$ cat src/rtl/pll_clock_manager.sv
`default_nettype none
// +----------------------------------------------------------------------------+
// | Module  : pll_clock_manager                                                |
// | Brief   : PLL lock qualification, reset sequencing and phase-aligned       |
// |           clock-enable strobes. Optional LOCK_LOSS_COUNT_EN adds a         |
// |           saturating count of lock losses seen in RUN.                     |
// | Revision: 1.0                                                              |
// +----------------------------------------------------------------------------+
module pll_clock_manager #(
    parameter int                      NUM_CH             = 4,
    parameter int                      DIV_W              = 16,
    parameter logic [NUM_CH*DIV_W-1:0] DIVISORS           = {16'd2, 16'd12, 16'd1200, 16'd120},
    parameter int                      SYNC_STAGES        = 2,
    parameter int                      LOCK_STABLE_CYCLES = 1024,
    parameter int                      RST_HOLD_CYCLES    = 16
) (
    input  logic              clock,
    input  logic              reset,
    input  logic              pll_locked,
    output logic              rst_out,
    output logic              ready,
    output logic [NUM_CH-1:0] ce
`ifdef LOCK_LOSS_COUNT_EN
    ,
    output logic [7:0]        lock_loss_count
`endif
);

    localparam int c_QMAX = (LOCK_STABLE_CYCLES > RST_HOLD_CYCLES) ? LOCK_STABLE_CYCLES
                                                                   : RST_HOLD_CYCLES;
    localparam int c_QW   = $clog2(c_QMAX + 1);
    localparam logic [c_QW-1:0] c_STABLE_LAST = c_QW'(LOCK_STABLE_CYCLES - 1);
    localparam logic [c_QW-1:0] c_HOLD_LAST   = c_QW'(RST_HOLD_CYCLES - 1);

    typedef enum logic [1:0] {
        S_WAIT_LOCK = 2'd0,
        S_STABLE    = 2'd1,
        S_HOLD_RST  = 2'd2,
        S_RUN       = 2'd3
    } state_t;

    state_t                 r_state;
    logic [c_QW-1:0]        r_qual_cnt;
    logic [SYNC_STAGES-1:0] r_sync;
    logic                   r_rst_out;
    logic                   r_ready;
    logic                   w_locked_s;
    logic                   w_run_next;

    always_ff @(posedge clock or posedge reset) begin
        if (reset) begin
            r_sync <= '0;
        end else begin
            r_sync <= {r_sync[SYNC_STAGES-2:0], pll_locked};
        end
    end

    assign w_locked_s = r_sync[SYNC_STAGES-1];

    // Registered outputs and the dividers follow the state the FSM is about to enter,
    // so they line up exactly with the state flop.
    assign w_run_next = w_locked_s &&
                        ((r_state == S_RUN) ||
                         ((r_state == S_HOLD_RST) && (r_qual_cnt == c_HOLD_LAST)));

    always_ff @(posedge clock or posedge reset) begin
        if (reset) begin
            r_state    <= S_WAIT_LOCK;
            r_qual_cnt <= '0;
            r_rst_out  <= 1'b1;
            r_ready    <= 1'b0;
        end else begin
            r_rst_out <= !w_run_next;
            r_ready   <= w_run_next;
            case (r_state)
                S_WAIT_LOCK: begin
                    if (w_locked_s) begin
                        r_state    <= S_STABLE;
                        r_qual_cnt <= '0;
                    end
                end
                S_STABLE: begin
                    if (!w_locked_s) begin
                        r_state    <= S_WAIT_LOCK;
                        r_qual_cnt <= '0;
                    end else if (r_qual_cnt == c_STABLE_LAST) begin
                        r_state    <= S_HOLD_RST;
                        r_qual_cnt <= '0;
                    end else begin
                        r_qual_cnt <= r_qual_cnt + 1'b1;
                    end
                end
                S_HOLD_RST: begin
                    if (!w_locked_s) begin
                        r_state    <= S_WAIT_LOCK;
                        r_qual_cnt <= '0;
                    end else if (r_qual_cnt == c_HOLD_LAST) begin
                        r_state    <= S_RUN;
                        r_qual_cnt <= '0;
                    end else begin
                        r_qual_cnt <= r_qual_cnt + 1'b1;
                    end
                end
                S_RUN: begin
                    if (!w_locked_s) begin
                        r_state <= S_WAIT_LOCK;
                    end
                end
                default: begin
                    r_state    <= S_WAIT_LOCK;
                    r_qual_cnt <= '0;
                end
            endcase
        end
    end

    assign rst_out = r_rst_out;
    assign ready   = r_ready;

    for (genvar i = 0; i < NUM_CH; i++) begin : g_ch
        localparam logic [DIV_W-1:0] c_DIV  = DIVISORS[i*DIV_W +: DIV_W];
        // A zero divisor behaves as divide-by-one.
        localparam logic [DIV_W-1:0] c_LAST = (c_DIV == '0) ? '0 : DIV_W'(c_DIV - 1'b1);

        logic [DIV_W-1:0] r_div_cnt;
        logic             r_ce;

        always_ff @(posedge clock or posedge reset) begin
            if (reset) begin
                r_div_cnt <= '0;
                r_ce      <= 1'b0;
            end else if (!w_run_next) begin
                r_div_cnt <= '0;
                r_ce      <= 1'b0;
            end else if (r_div_cnt == c_LAST) begin
                r_div_cnt <= '0;
                r_ce      <= 1'b1;
            end else begin
                r_div_cnt <= r_div_cnt + 1'b1;
                r_ce      <= 1'b0;
            end
        end

        assign ce[i] = r_ce;
    end

`ifdef LOCK_LOSS_COUNT_EN
    logic [7:0] r_loss_cnt;

    always_ff @(posedge clock or posedge reset) begin
        if (reset) begin
            r_loss_cnt <= 8'd0;
        end else if ((r_state == S_RUN) && !w_locked_s && (r_loss_cnt != 8'hFF)) begin
            r_loss_cnt <= r_loss_cnt + 8'd1;
        end
    end

    assign lock_loss_count = r_loss_cnt;
`endif

endmodule
`default_nettype wire

$ cat config.mk
export PLATFORM = sky130hd
export DESIGN_NAME = pll_clock_manager
export DESIGN_NICKNAME = d
export VERILOG_FILES = /design/src/rtl/pll_clock_manager.sv
export SDC_FILE = /design/constraint.sdc
export NUM_CORES = 1
export LEC_CHECK = 0
export ABC_CLOCK_PERIOD_IN_PS = 2330
export CORE_MARGIN = 5
export CORE_UTILIZATION = 40
export CTS_CLUSTER_SIZE = 8
export DETAILED_ROUTE_END_ITERATION = 8
export PLACE_DENSITY_LB_ADDON = 0.25
export SLEW_MARGIN = 10
export SYNTH_ARGS = -nofsm -noshare
export SYNTH_HDL_FRONTEND = slang
export SYNTH_SLANG_ARGS = --single-unit
$ cat constraint.sdc
create_clock -name clock -period 2.33 [get_ports clock]
set_input_delay 0.3495 -clock clock [delete_from_list [all_inputs] [get_ports clock]]
set_output_delay 0.3495 -clock clock [all_outputs]
set_load 0.005 [all_outputs]
**Word-level counts from Yosys, hierarchy flattened**

Index checks and enable logic that the tools add are counted.

- Add/sub/neg operators: 5
- Equality and inequality tests: 13
- Muxes and demuxes: 29
- Reduce and logical (&&, ||, !) cells: 8

Operators with widths:

| operator | number |
|---|---|
| $mux W16 | 8 |
| $add A16 B1 Y16 const B | 4 |
| $mux W11 | 5 |
| $pmux W11 S3 | 1 |
| $eq A16 B1 Y1 const B | 1 |
| $eq A16 B11 Y1 const B | 1 |
| $eq A16 B4 Y1 const B | 1 |
| $eq A16 B7 Y1 const B | 1 |
| $mux W2 | 6 |
| $add A11 B1 Y11 const B | 1 |
| $eq A11 B10 Y1 const B | 1 |
| $eq A11 B4 Y1 const B | 1 |
| $mux W1 | 8 |
| $pmux W2 S4 | 1 |
| $eq A2 B2 Y1 const B | 2 |
| $ne A2 B2 Y1 const B | 2 |
| $reduce_and A4 Y1 | 1 |
| $ne A3 B2 Y1 const B | 1 |
| $ne A3 B3 Y1 const B | 1 |
| $reduce_bool A3 Y1 | 1 |
| $eq A2 B1 Y1 const B | 1 |
| $logic_and A1 B1 Y1 | 2 |
| $logic_not A2 Y1 | 1 |
| $reduce_and A2 Y1 | 1 |
| other kinds (2) | 2 |

- Bits in registers: 85
- Input bits: 3
- Output and inout port bits: 6
- Logic and storage cells: 68

**Logic depth before layout (Yosys ltp)**

Gate-level depths: netlist of the first run.

- Depth in word-level cells: 5
- Mapped depth: 8
- Mapped depth without buffers: 6

**Worst setup path after synthesis of the first run**

OpenSTA, ideal clock, no wires.

- Path kind: reg2reg
- Start point: reg r_state[0]
- End point: reg r_qual_cnt[3]
- Setup time: 116 ps
- Arrival time: 1,769 ps
- Data required time: 2,214 ps
- Path slack: 446 ps
- Stages on the path, launching flop included: 8
- Buffers on the path: 1
- Clock period less this slack: 1,884 ps
- Cells stage by stage: dfrtp_1 inv_1 ha_1 and2_1 clkbuf_1 nor3b_1 o21ai_0 o311ai_0

- Word-level cells in the longest chain between the ends: 3
- Elaborated cells between the ends (all ways): 7
- Those cells by class: eq/ne: 3; mux: 1; reduce/logical: 3

RTL lines:

| item | RTL line | text |
|---|---|---|
| start: declaration | 42 | `state_t r_state;` |
| start signal: assignment | 68 | `r_state <= S_WAIT_LOCK;` |
| start signal: assignment | 78 | `r_state <= S_STABLE;` |
| start signal: assignment | 84 | `r_state <= S_WAIT_LOCK;` |
| $eq A2 B2 Y1, or another cell as far along | 75 | `case (r_state)` |
| $reduce_bool A3 Y1 (no line) or $ne A2 B2 Y1 (tied branches) | n/a |  |
| $reduce_and A2 Y1 (no line) | n/a |  |
| end signal: assignment | 90 | `r_qual_cnt <= r_qual_cnt + 1'b1;` |
| end signal: assignment | 101 | `r_qual_cnt <= r_qual_cnt + 1'b1;` |
| end: declaration | 43 | `logic [c_QW-1:0] r_qual_cnt;` |

Several ways; a longest one is shown, not always the timed one.
A chain may end at the register's enable or synchronous reset.

**Final worst setup path of the first run**

- Start point: reg r_qual_cnt[0]
- End point: reg r_qual_cnt[5]

- Word-level cells in the longest chain between the ends: 4
- Elaborated cells between the ends (all ways): 8
- Those cells by class: add/sub: 1; eq/ne: 2; mux: 5

RTL lines:

| item | RTL line |
|---|---|
| $add A11 B1 Y11, or another cell as far along | 90, 101 |
| $mux W11 (on tied branches) | 97, 86 |
| $mux W11 (on tied branches) | 94, 83 |
| $pmux W11 S3 (*) | 75 |

Mark *: on every way between the ends. The rest lies on a longest branch, timed or not.

==> metrics.log, run 1 <==
INFO  metric clock-skew-final = 0.01443 ns
INFO  metric numCtsBuffers = 9
INFO  metric finalSetupViolCount = 0
INFO  metric postLayoutSetupSlackWorst = 0.2633 ns
INFO  metric worst_ep_required_time = 2.61 ns
INFO  metric layout.nets = 469
INFO  metric max-clock-path-buffers = 2
INFO  metric synth_cells = 442
INFO  metric synth_sequential_area_ratio = 49.74%
INFO  metric dpl_cell_area = roughly 4500 um2
INFO  metric final_cell_area = 4735 um2
INFO  metric total_leakage_power = about 0.0018 uW
INFO  metric core-area = 10370 um2
INFO  metric tritoncts = built
INFO  metric vias_in_the_first_global_route = around 3100
INFO  metric syn_avg_cell_area = 9.681 um2
INFO  metric routed-via-count = ~3300
INFO  metric placedCellCount = 581
INFO  metric tightest_slew = 0.6469 ns
INFO  metric critPathCaptureType = register
INFO  metric irDropWorstVdd = between 0.2 and 0.3 mV
INFO  metric initial_core_util = 41.26%
INFO  metric grt_overflow = 0
INFO  metric routed_wl = 8.275 mm
INFO  metric count_of_synthesis_stage_warnings_from_yosys = 0
INFO  metric io_buffer_count = 8
INFO  metric io-pin-count = 9
INFO  metric startpoint_type = register
INFO  metric synthesis.area = between 4000 and 5000 um2
INFO  metric detail_route.vias_per_cell = approximately 5.5
INFO  metric worst_hold_slack = 0.3398 ns
INFO  metric drt_pre_antenna_iters = 4
INFO  metric synth-seq-cells = 85
INFO  metric hold_class = register to register
INFO  metric grt_start_max_net_pins = 86
INFO  metric synthToLayoutAreaGrowth = 10.64%
INFO  metric synthTopCellsByArea = sky130_fd_sc_hd__dfrtp_1 49%, sky130_fd_sc_hd__xor2_1 5.7%, sky130_fd_sc_hd__nor2_1 5.4%, sky130_fd_sc_hd__nand2_1 3.2%, sky130_fd_sc_hd__nand4_1 3.1%
INFO  metric criticalPathCategory = register to register
INFO  metric drc = 0
INFO  metric fmax = just under 500 MHz
INFO  metric final_layout_size_suffix_gt1_share = between 7 and 8%
INFO  metric layout.cells.most_common_list = 84 x sky130_fd_sc_hd__dfrtp_1, 62 x sky130_fd_sc_hd__nor2_1, 37 x sky130_fd_sc_hd__nand2_1
INFO  metric drt.antenna.violating_nets = 0
INFO  metric timing.final.crit_share = 88.70%
INFO  metric status = finished, final reports clean
INFO  metric detail_route.wl_per_cell = 13.88 um
INFO  metric clkSinkCount = 85
INFO  metric crit_fanout = 8
INFO  metric yosysUniqueCellTypes = 47
INFO  metric root_buffer = sky130_fd_sc_hd__clkbuf_8
INFO  metric std_cell_rows = 37
INFO  metric final_max_slew_viol_count = 0
INFO  metric insertedDiodeCount = 0
INFO  metric power.density = roughly 660 nW/um2
INFO  metric crit_path_cell_trace = ha_1 > and4b_1 > a31oi_1 > o21ai_1 > buf_4 > o211ai_1
INFO  metric synth_flop_cell = sky130_fd_sc_hd__dfrtp_1
INFO  metric post_synth_top_area_share = 49.12%
INFO  metric fp.dieW = about 110 um
INFO  metric critPathMaxStageDelay = 0.49 ns
INFO  metric cap_viol_max_count = 0
INFO  metric non_filler_cells_final = 596
INFO  metric slew_headroom = 56.54%
INFO  metric post_cts_resized = 0
INFO  metric timing.critical_path.buf_inv = 1
INFO  metric hpwl = 5.596 mm
INFO  metric final.setup.tns = 0 ns
INFO  metric worst_path_max_delay_cell = sky130_fd_sc_hd__a31oi_1
INFO  metric postCtsHoldBufs = 0
INFO  metric place_ws = 0.2961 ns
INFO  metric track_usage = between 10% and 20%
INFO  metric mostFrequentLayoutCell = sky130_fd_sc_hd__dfrtp_1
INFO  metric die-height = 113.4 um
INFO  metric crit_arrival = 2.35 ns
INFO  metric worst_skew_pair.late_latency = about 0.37 ns
INFO  metric initialDrtViolationCount = 160
INFO  metric gp_congestion = a little over 0.8
INFO  metric critPathTopFamily = compound AO/OA/AOI/OAI gates
INFO  metric post-cts-setup-buffer-count = 0
INFO  metric final_hold_viol_count = 0
INFO  metric synth_async_sr_flop_share = 100.0%
INFO  metric postSynthNetCount = about 460
INFO  metric post-synth-top-area-cell = sky130_fd_sc_hd__dfrtp_1
INFO  metric initial_antenna_violation_count = 0
INFO  metric cts_max_level = 3
INFO  metric grt_pass1_wl = 14.57 mm
INFO  metric setup_repair_after_global_routing_missed_its_margin = false
INFO  metric clk_transition_reported_paths = ~0.090 ns
INFO  metric number_of_enable_type_register_cells_in_the_synthesized_netlist = 0
INFO  metric layout_min_cycle_time = 2.067 ns
INFO  metric die_footprint = 12870 um2
[metal layers]
metal / GRT usage [%] / share of wire [%] / vias to the layer above
li1: - / - / 1603
met1: 19.00 / 49 / 1598
met2: 21.25 / 46 / 47
met3: 3.342 / 2.9 / 11
met4: 4.808 / 2.0 / 0
met5: 0 / 0 / -
[sequential cells by signal, summed over array words and instances (netlist names)]
name,count
r_state,2
r_sync,2
g_ch.r_div_cnt,64
rst_out,1
g_ch.r_ce,4
ready,1
r_qual_cnt,11
[layout make-up]
cell class | instances | area (um2)
Clock buffer | 9 | 123.9
Multi-Input combinational cell | 324 | 1994
Tap cell | 136 | 170.2
Inverter | 16 | 63.81
Clock inverter | 6 | 71.32
Fill cell | 1027 | 5635
Sequential cell | 85 | 2128
Timing Repair Buffer | 20 | 182.7
[cell usage after synthesis, types with 3 or more instances]
cell / n
sky130_fd_sc_hd__xnor2_1: 15
sky130_fd_sc_hd__nand4_1: 21
sky130_fd_sc_hd__buf_4: 4
sky130_fd_sc_hd__inv_1: 16
sky130_fd_sc_hd__and2_1: 3
sky130_fd_sc_hd__nor2_1: 62
sky130_fd_sc_hd__and3_1: 10
sky130_fd_sc_hd__o21ai_0: 16
sky130_fd_sc_hd__clkbuf_1: 9
sky130_fd_sc_hd__dfrtp_1: 84
sky130_fd_sc_hd__and4_1: 5
sky130_fd_sc_hd__or4_1: 4
sky130_fd_sc_hd__o311ai_0: 3
sky130_fd_sc_hd__xor2_1: 28
sky130_fd_sc_hd__a21oi_1: 14
sky130_fd_sc_hd__or3_1: 9
sky130_fd_sc_hd__ha_1: 10
sky130_fd_sc_hd__nor3_1: 9
sky130_fd_sc_hd__o211ai_1: 6
sky130_fd_sc_hd__nor4_1: 16
sky130_fd_sc_hd__nor3b_1: 3
sky130_fd_sc_hd__nand2_1: 37
sky130_fd_sc_hd__o31ai_1: 5
sky130_fd_sc_hd__nand3_1: 20
sky130_fd_sc_hd__o2111ai_1: 5
[where the power goes]
part | internal, uW | total [uW] | leakage (uW) | switching, uW
Combinational | 175 | 501 | 0.000576 | 326
Sequential | 1510 | 1550 | 0.00118 | 36.8
Clock | 501 | 1070 | 0.0000927 | 567
Total | 2190 | 3120 | 0.00185 | 930
[logic make-up (layout without fill, tap and decap cells)]
| logic type | after synthesis | after routing | synth area share [%] |
|---|---|---|---|
| fa+ha+maj | 10 | 10 | 2.924 |
| mux | 2 | 2 | 0.4679 |
| simple gates | 212 | 212 | 25.73 |
| xor+xnor | 43 | 43 | 8.801 |
| compound gates | 57 | 57 | 8.685 |
| buf+inv | 33 | 51 | 3.655 |
| flops | 85 | 85 | 49.74 |
[per-stage QoR]
stage / power (uW) / utilization (%)
finish: 3116 / 45.66
global route: 3293 / 45.66
CTS: 3150 / 45.66
detailed placement: 2076 / 43.77
global placement: 2063 / 43.77
floorplan: 1932 / -
[final timing paths]
check | start | slack (ns) | endpoint | cells after the start
min | r_sync[0] | 0.34 | r_sync[1] | 0
min reg2reg | r_sync[0] | 0.34 | r_sync[1] | 0
max | r_qual_cnt[0] | 0.26 | r_qual_cnt[5] | 6
max in group asynchronous | reset | 1.52 | g_ch[1].r_div_cnt[0] | 3
min in group asynchronous | reset | 0.45 | g_ch[2].r_div_cnt[3] | 3
max reg2reg | r_qual_cnt[0] | 0.26 | r_qual_cnt[5] | 6
No activity file was read; power rests on OpenSTA's default activity.
==> inputs of run 2 (changes only) <==
--- a/config.mk
+++ b/config.mk
@@ -5,6 +5,7 @@
 export SDC_FILE = /design/constraint.sdc
 export NUM_CORES = 1
 export LEC_CHECK = 0
+export ABC_AREA = 1
 export ABC_CLOCK_PERIOD_IN_PS = 2330
 export CORE_MARGIN = 5
 export CORE_UTILIZATION = 40
==> metrics.log, run 2 <==
INFO  metric startpoint_type = register
INFO  metric die-height = approximately 120 um
INFO  metric die_footprint = 14040 um2
INFO  metric detail_route.wl_per_cell = roughly 12 um
INFO  metric drc = 0
INFO  metric gp_congestion = 0.8896
INFO  metric slew_headroom = 67.12%
INFO  metric tightest_slew = 0.4894 ns
INFO  metric filler_cell_count = 1088
INFO  metric io-pin-count = 9
INFO  metric total_power = 3592 uW
INFO  metric vias_in_the_first_global_route = 3406
INFO  metric insertedDiodeCount = 0
INFO  metric drt.antenna.violating_nets = 0
INFO  metric criticalPathCategory = register to register
INFO  metric synth_sequential_area_ratio = 45.20%
INFO  metric grt_pass1_wl = 15.27 mm
INFO  metric initial_antenna_violation_count = 0
INFO  metric worst_path_max_delay_cell = sky130_fd_sc_hd__dfrtp_1
INFO  metric std_cell_rows = 39
INFO  metric count_of_synthesis_stage_warnings_from_yosys = 0
INFO  metric hpwl = 6.023 mm
INFO  metric synth_most_common_cell = sky130_fd_sc_hd__nand2_1
INFO  metric crit_path_cell_trace = ha_1 > nand3_2 > nor2_2 > nand3_2 > nand2_4 > clkinv_2 > buf_12 > nor3b_2
INFO  metric drt_pre_antenna_iters = 4
INFO  metric number_of_enable_type_register_cells_in_the_synthesized_netlist = 0
INFO  metric critPathMaxStageDelay = 0.39 ns
INFO  metric critPathCaptureType = register
INFO  metric postSynthNetCount = approximately 560
INFO  metric post-cts-setup-buffer-count = 0
INFO  metric setup_repair_after_global_routing_missed_its_margin = false
INFO  metric worst_skew_pair.late_latency = between 0.3 and 0.4 ns
INFO  metric clk_transition_reported_paths = approximately 0.060 ns
INFO  metric dpl_cell_area = 4938 um2
INFO  metric synthesis.area = 4708 um2
INFO  metric cap_viol_max_count = 0
INFO  metric largest_registers = g_ch.r_div_cnt (64), r_qual_cnt (11), g_ch.r_ce (4)
INFO  metric clkSinkCount = 85
INFO  metric timing.final.crit_share = 84.48%
INFO  metric final_hold_viol_count = 0
INFO  metric tritoncts = built
INFO  metric placedCellCount = approximately 700
INFO  metric track_usage = 12.90%
INFO  metric routed_wl = 8.355 mm
INFO  metric synthToLayoutAreaGrowth = 12.14%
INFO  metric non_filler_cells_final = 712
INFO  metric post_synth_most_frequent_cells = 114 x sky130_fd_sc_hd__nand2_1, 85 x sky130_fd_sc_hd__nor2_1, 84 x sky130_fd_sc_hd__dfrtp_1, 54 x sky130_fd_sc_hd__inv_1, 39 x sky130_fd_sc_hd__nand3_1
INFO  metric yosysUniqueCellTypes = 32
INFO  metric irDropWorstVdd = 0.4160 mV
INFO  metric synthTopCellsByArea = sky130_fd_sc_hd__dfrtp_1 45%, sky130_fd_sc_hd__nand2_1 9.1%, sky130_fd_sc_hd__nor2_1 6.8%, sky130_fd_sc_hd__nor2_4 6.2%, sky130_fd_sc_hd__xor2_1 6.1%
INFO  metric worst_ep_required_time = 2.59 ns
INFO  metric multi_input_logic_area = 2265 um2
INFO  metric fp.dieW = 118.5 um
INFO  metric routed-via-count = 3435
INFO  metric hold_class = register to register
INFO  metric final_cell_area = 5280 um2
INFO  metric initialDrtViolationCount = 182
INFO  metric initial_core_util = between 40% and 50%
INFO  metric total_leakage_power = roughly 0.0021 uW
INFO  metric synth-seq-cells = 85
INFO  metric mostFrequentLayoutCell = sky130_fd_sc_hd__nand2_1
INFO  metric final_layout_size_suffix_gt1_share = 11.07%
INFO  metric syn_avg_cell_area = approximately 8.6 um2
INFO  metric crit_arrival = 2.22 ns
INFO  metric synth_flop_cell = sky130_fd_sc_hd__dfrtp_1
INFO  metric synth_cells = 550
INFO  metric max_flop_register = g_ch.r_div_cnt
INFO  metric fmax = just over 500 MHz
INFO  metric seqCellArea = 2128 um2
INFO  metric postCtsHoldBufs = 0
INFO  metric core-area = 11470 um2
INFO  metric detail_route.vias_per_cell = 4.824
INFO  metric io_buffer_count = 8
INFO  metric layout_min_cycle_time = between 1.5 and 2 ns
INFO  metric clock-skew-final = 0.005627 ns
INFO  metric grt_start_max_net_pins = 61
INFO  metric synth_async_sr_flop_share = 100.0%
INFO  metric root_buffer = sky130_fd_sc_hd__clkbuf_16
INFO  metric finalSetupViolCount = 0
INFO  metric post_synth_top_area_share = 44.65%
INFO  metric post_cts_resized = 0
INFO  metric grt_overflow = 0
INFO  metric final_max_slew_viol_count = 0
INFO  metric power.density = between 600 and 700 nW/um2
INFO  metric status = finished, final reports clean
INFO  metric flip_flop_count_of_the_largest_register_after_layout = between 60 and 70
INFO  metric cts_max_level = 3
INFO  metric crit_fanout = 16
INFO  metric final.setup.tns = 0 ns
INFO  metric layout.nets = 577
INFO  metric post-synth-top-area-cell = sky130_fd_sc_hd__dfrtp_1
INFO  metric max-clock-path-buffers = 2
INFO  metric numCtsBuffers = 9
INFO  metric crit_path_frequent_cell = sky130_fd_sc_hd__nand3_2
INFO  metric layout.cells.most_common_list = 114 x sky130_fd_sc_hd__nand2_1, 85 x sky130_fd_sc_hd__nor2_1, 84 x sky130_fd_sc_hd__dfrtp_1
run 2: cell families after synthesis:
group	synth area share, %
AO/OA/AOI/OAI	1.967
XOR/XNOR	8.929
adder cells (fa/ha/maj)	2.657
buffers and inverters	6.697
flip-flops	45.20
AND/OR/NAND/NOR	34.55
run 2: critical path: cells and delay by family, from the launching register on:
family	cells	cell delay [ns]
buffers and inverters	2	0.60
flip-flops	1	0.39
adder cells (fa/ha/maj)	1	0.24
AND/OR/NAND/NOR	5	0.66
run 2: per-layer routing:
layer	vias up	routed length, um	share of wire [%]	track usage (%)
met1	1597	4143	50	17.15
met4	0	153	1.8	5.315
met3	10	248	3.0	2.865
met2	44	3809	46	20.46
li1	1784	-	-	-
met5	-	0	0	0
run 2: per-stage QoR:
stage          util [%]  setup slack, ns  hold WS (ns)
2_1_floorplan         -           0.8325        0.3312
4_1_cts           46.04           0.3323        0.3490
6_report          46.04           0.3617        0.3479
5_1_grt           46.04           0.1732        0.3666
3_5_place_dp      43.07           0.3463        0.3355
3_3_place_gp      43.07           0.4341        0.3331
run 2: worst paths after layout:
| check | start | end | slack [ns] | depth (start not counted) |
|---|---|---|---|---|
| setup reg to reg | r_qual_cnt[0] | g_ch[3].r_div_cnt[4] | 0.36 | 8 |
| min in group asynchronous | reset | g_ch[1].r_div_cnt[5] | 0.45 | 3 |
| setup / recovery | r_qual_cnt[0] | g_ch[3].r_div_cnt[4] | 0.36 | 8 |
| hold / removal | r_sync[0] | r_sync[1] | 0.35 | 0 |
| hold reg to reg | r_sync[0] | r_sync[1] | 0.35 | 0 |
| max in group asynchronous | reset | rst_out | 1.57 | 3 |
run 2: report_power, final:
group / internal, uW / total [uW] / switching [uW]
combinational: 126 / 418 / 292
clock: 1080 / 1630 / 554
sequential: 1510 / 1540 / 32.6
total: 2710 / 3590 / 879
run 2: layout make-up:
class                      count  area share (%)
clock buffer                  12           4.668
timing repair buffer          13           2.938
multi-input combinational    400           42.89
inverter                      55           4.005
sequential                    85           40.31
clock inverter                 4           1.801
tap                          143           3.389
